### config.mk
export PLATFORM = sky130hd
export DESIGN_NAME = cla_wide_add_seq
export DESIGN_NICKNAME = d
export VERILOG_FILES = /design/src/rtl/cla_wide_add_seq.sv
export SDC_FILE = /design/constraint.sdc
export NUM_CORES = 1
export LEC_CHECK = 0
export CAP_MARGIN = 20
export CORE_MARGIN = 5
export CORE_UTILIZATION = 47
export CTS_BUF_LIST = sky130_fd_sc_hd__clkbuf_2
export DETAILED_ROUTE_END_ITERATION = 7
export PLACE_DENSITY = 0.89
export SLEW_MARGIN = 20
export SYNTH_ARGS = -nofsm -noshare
export SYNTH_HDL_FRONTEND = slang
export SYNTH_HIERARCHICAL = 1
export SYNTH_SLANG_ARGS = --single-unit
### constraint.sdc
create_clock -name clk -period 3.4 [get_ports clk]
set_clock_uncertainty 0.1 [all_clocks]
set_input_delay 1.02 -clock clk [delete_from_list [all_inputs] [get_ports clk]]
set_output_delay 1.02 -clock clk [all_outputs]
set_load 0.01 [all_outputs]
### src/rtl/cla_wide_add_seq.sv
// Wide add/subtract sequencer: one 7-bit carry-lookahead slice is reused across
// WORDS cycles, LSB slice first, with the inter-slice carry held in a register.

module cla_adder #(
    parameter int N = 7
) (
    input  logic [N-1:0] a,
    input  logic [N-1:0] b,
    input  logic         ci,
    output logic [N-1:0] s,
    output logic         co
);
    logic [N-1:0] g, p;
    logic [N:0]   c;
    logic         pp;

    // Each carry is a flat sum of generate terms gated by the propagate
    // product of the bits above them, so no carry waits on another.
    always_comb begin
        g    = a & b;
        p    = a ^ b;
        c    = '0;
        c[0] = ci;
        pp   = 1'b0;
        for (int i = 0; i < N; i++) begin
            c[i+1] = g[i];
            pp     = p[i];
            for (int j = i - 1; j >= 0; j--) begin
                c[i+1] = c[i+1] | (pp & g[j]);
                pp     = pp & p[j];
            end
            c[i+1] = c[i+1] | (pp & ci);
        end
        s  = p ^ c[N-1:0];
        co = c[N];
    end
endmodule

module cla_wide_add_seq #(
    parameter int WORDS = 4
) (
    input  logic                 clk,
    input  logic                 rst,
    input  logic                 in_valid,
    output logic                 in_ready,
    input  logic [7*WORDS-1:0]   op_a,
    input  logic [7*WORDS-1:0]   op_b,
    input  logic                 cin,
    input  logic                 sub,
    output logic                 out_valid,
    input  logic                 out_ready,
    output logic [7*WORDS-1:0]   sum,
    output logic                 cout,
    output logic                 ovf,
    output logic                 busy
);
    localparam int SLICE = 7;
    localparam int IDXW  = (WORDS > 1) ? $clog2(WORDS) : 1;

    typedef enum logic [1:0] {IDLE, RUN, DONE} state_t;

    typedef struct packed {
        logic [WORDS-1:0][SLICE-1:0] a;
        logic [WORDS-1:0][SLICE-1:0] b;
    } opnd_t;

    state_t                      state_q, state_d;
    opnd_t                       opnd_q, opnd_d;
    logic [IDXW-1:0]             idx_q, idx_d;
    logic                        carry_q, carry_d;
    logic [WORDS-1:0][SLICE-1:0] sum_q, sum_d;
    logic                        cout_q, cout_d;
    logic                        ovf_q, ovf_d;

    logic [SLICE-1:0] slice_s;
    logic             slice_co;
    logic             last;

    cla_adder #(.N(SLICE)) u_slice (
        .a  (opnd_q.a[idx_q]),
        .b  (opnd_q.b[idx_q]),
        .ci (carry_q),
        .s  (slice_s),
        .co (slice_co)
    );

    assign last = (idx_q == IDXW'(WORDS - 1));

    always_ff @(posedge clk or posedge rst) begin
        if (rst) begin
            state_q <= IDLE;
            opnd_q  <= '0;
            idx_q   <= '0;
            carry_q <= 1'b0;
            sum_q   <= '0;
            cout_q  <= 1'b0;
            ovf_q   <= 1'b0;
        end else begin
            state_q <= state_d;
            opnd_q  <= opnd_d;
            idx_q   <= idx_d;
            carry_q <= carry_d;
            sum_q   <= sum_d;
            cout_q  <= cout_d;
            ovf_q   <= ovf_d;
        end
    end

    always_comb begin
        state_d = state_q;
        opnd_d  = opnd_q;
        idx_d   = idx_q;
        carry_d = carry_q;
        sum_d   = sum_q;
        cout_d  = cout_q;
        ovf_d   = ovf_q;
        case (state_q)
            IDLE: begin
                if (in_valid) begin
                    // Subtraction folds into addition: invert B and force carry-in.
                    opnd_d.a = op_a;
                    opnd_d.b = sub ? ~op_b : op_b;
                    carry_d  = sub | cin;
                    idx_d    = '0;
                    state_d  = RUN;
                end
            end
            RUN: begin
                sum_d[idx_q] = slice_s;
                carry_d      = slice_co;
                if (last) begin
                    idx_d   = '0;
                    cout_d  = slice_co;
                    ovf_d   = (opnd_q.a[WORDS-1][SLICE-1] == opnd_q.b[WORDS-1][SLICE-1]) &&
                              (slice_s[SLICE-1] != opnd_q.a[WORDS-1][SLICE-1]);
                    state_d = DONE;
                end else begin
                    idx_d = idx_q + 1'b1;
                end
            end
            DONE: begin
                if (out_ready) state_d = IDLE;
            end
            default: state_d = IDLE;
        endcase
    end

    always_comb begin
        in_ready  = (state_q == IDLE);
        out_valid = (state_q == DONE);
        busy      = (state_q != IDLE);
        sum       = sum_q;
        cout      = cout_q;
        ovf       = ovf_q;
    end
endmodule

==> flow_summary.json <==
{
  "die_area_um2": 11340,
  "dp_hpwl_mm": 7.360,
  "die_y_um": 106.5,
  "hold_class": "flip-flop to flip-flop",
  "grt_pass1_vias": 3299,
  "grt_max_degree": 88,
  "post-route-drc-count": 0,
  "tightest_slew_ps": 723.6,
  "synth.distinct_cells": 36,
  "max_slew_margin": 0.5176,
  "layoutNonFillerInstCount": 598,
  "peakVddDrop_mv": 0.5834,
  "syn_nets": 466,
  "hold_end": "opnd_q[53]$_DFFE_PP0P_",
  "end_kind": "flip-flop",
  "setup_slack_ps": 296.2,
  "initial_core_util": 0.4781,
  "r2r_cells": 10,
  "io_pins": 95,
  "track_usage": 0.1783,
  "timing.critical_path.buf_inv": 1,
  "p_per_area_nw_per_um2": 1044,
  "dr.pass1.iters": 5,
  "crit_arrival_ps": 3450,
  "clockBufferDepth": 2,
  "path_delay_family": "compound AO/OA/AOI/OAI gates",
  "cts_repair_resize_count": 0,
  "num_vias": 3073,
  "grt-ovfl-total": 0,
  "wirelength_mm": 9.368,
  "synthTopCellsByArea": "dfrtp_1, nand2_1, mux2_2, mux4_2, xnor2_1",
  "syn_area_per_cell_um2": 11.19,
  "crit_start": "idx_q[0]$_DFFE_PP0P_",
  "total_power_mw": 5.772,
  "synth_area_um2": 4375,
  "synth.ff_latch_count": 91,
  "met3_usage": 0.05161,
  "synth_flop_cell": "dfrtp_1",
  "syn-instance-count": 391,
  "hold_buffers": 0,
  "async_flop_share": 1.000,
  "dp.cells": 582,
  "final_antenna_net_count": 0,
  "diodes": 0,
  "crit_slowest_cell": "mux4_2",
  "max_stage_delay_ps": 540,
  "synthTopCellsByCount": "nand2_1, dfrtp_1, xnor2_1, o21ai_0, mux2_2",
  "period_share": 0.9129,
  "synth-edff-count": 0,
  "wire_per_inst_um": 15.67,
  "die_x_um": 106.5,
  "port_buffers": 94,
  "crit_top_cell": "o21ai_0",
  "period_minus_slack_ps": 3104,
  "post_drt_via_cell_ratio": 5.139,
  "worstPathCellList": "buf_4, mux4_2, ha_1, o21ai_0, o21ba_2, o21ai_2, xor2_1, and3b_1, a21oi_1, o21ai_0",
  "drive_gt1_frac": 0.1622,
  "rsz0062_at_grt": "no",
  "grtUsageMet1": 0.2240,
  "gp_congestion": 0.8120,
  "hp-start": "opnd_q[53]$_DFFE_PP0P_",
  "regToRegEndpoint": "ovf$_DFFE_PP0P_",
  "crit_path_max_fanout": 13,
  "busiest_layer": "met2",
  "maxCapViolations": 0,
  "cellLeakagePower_nw": 2.486,
  "reg2reg_slack_ps": 300,
  "status": "completed",
  "htreeDepth": 3,
  "postCtsSetupBuffers": 0,
  "synth_top_area_frac": 0.5204,
  "rows": 35,
  "start_kind": "flip-flop",
  "root_buffer": "clkbuf_2",
  "synth_top_area_cell": "dfrtp_1",
  "required_ps": 3750,
  "cts_sinks": 91,
  "cts_buffers": 9,
  "drv_slew": 0,
  "r2r-start": "idx_q[0]$_DFFE_PP0P_",
  "fin_nets": 557,
  "grt_pass1_wl_mm": 16.01,
  "yosysSeqAreaShare": 0.5204,
  "max_freq_mhz": 322.2,
  "first_iter_violations": 192,
  "cts_tree": "done",
  "antenna_found_initial": 0,
  "met2_usage": 0.3054,
  "coreArea_um2": 9153,
  "yosysWarnings": 6,
  "critical_path_class": "flip-flop to flip-flop",
  "clock_latency_ps": 550,
  "cts.reportedPaths.clkPinSlew_ps": 270,
  "hold_path_depth": 2,
  "dp_slack_ps": 323.2,
  "area_growth_pct": 26.31,
  "setup_viol": 0,
  "hold_viol": 0,
  "setup_tns_ps": 0,
  "yosysMostFrequentCell": "nand2_1"
}
-- per-layer routing --
metal | vias to the layer above | wire [um]
li1 | 1478 | -
met2 | 79 | 4806
met4 | 0 | 105
met5 | - | 0
met1 | 1506 | 3925
met3 | 10 | 531
-- how the worst max path moves through the flow --
stage | endpoint | slack (ps) | cells after the start
floorplan | ovf$_DFFE_PP0P_ | 440 | 11
global placement | ovf$_DFFE_PP0P_ | 490 | 10
detailed placement | ovf$_DFFE_PP0P_ | 320 | 10
CTS | in_ready | 300 | 3
global route | ovf$_DFFE_PP0P_ | 70 | 10
finish | ovf$_DFFE_PP0P_ | 300 | 10
-- power breakdown --
| part | switching [mW] | leakage [nW] | internal (mW) |
|---|---|---|---|
| sequential | 0.322 | 1.12 | 1.62 |
| combinational | 1.66 | 1.30 | 1.59 |
| clock | 0.390 | 0.0726 | 0.184 |
| total | 2.38 | 2.49 | 3.40 |
-- cell families (layout without fill, tap and decap cells) --
kind of cell	after synthesis	count (layout)	share of synthesized area
AO/OA/AOI/OAI	47	47	0.06348
XOR/XNOR	34	34	0.06806
adder cells (fa/ha/maj)	13	13	0.03889
buffers and inverters	31	127	0.03975
flip-flops	91	91	0.5204
multiplexers	43	43	0.1467
AND/OR/NAND/NOR	132	132	0.1227
-- placed cells by master (no fill, tap or decap), types with 3 or more instances in the layout --
cell type	count
dfrtp_1	91
clkinvlp_4	3
a21oi_1	4
mux4_2	14
buf_4	7
ha_1	12
clkdlybuf4s50_1	94
nand3_1	3
nand2_1	116
clkbuf_2	9
xnor2_1	33
mux2_2	29
o21ai_0	32
nand2_2	3
inv_1	8
-- area by class of cell --
class	count	area (um^2)
Clock buffer	9	45.04
Clock inverter	7	85.08
Sequential cell	91	2277
Timing Repair Buffer	102	1013
Multi-Input combinational cell	269	1929
Inverter	9	37.54
Fill cell	714	3626
Tap cell	111	138.9
-- worst reg2reg max path: stages, from the launching register on --
cell and delay, ps:
dfrtp_1 410, buf_4 250, mux4_2 540, ha_1 340, o21ai_0 150, o21ba_2 250, o21ai_2 190, xor2_1 350
and3b_1 220, a21oi_1 120, o21ai_0 80
-- state kept, by name, indices dropped and copies added (netlist names) --
signal / flops
opnd_q: 56
sum: 28
idx_q: 2
state_q: 2
carry_q: 1
cout: 1
ovf: 1
-- stage by stage --
step,hold WS [ps],utilization,cell area [um^2]
after floorplan,339.5,-,4379
after global placement,355.9,0.5896,5396
after detailed placement,358.6,0.5896,5396
after CTS,410.1,0.6038,5527
after global routing,430.5,0.6038,5527
final,410.9,0.6038,5527
Power figures use the tool's default switching activity.
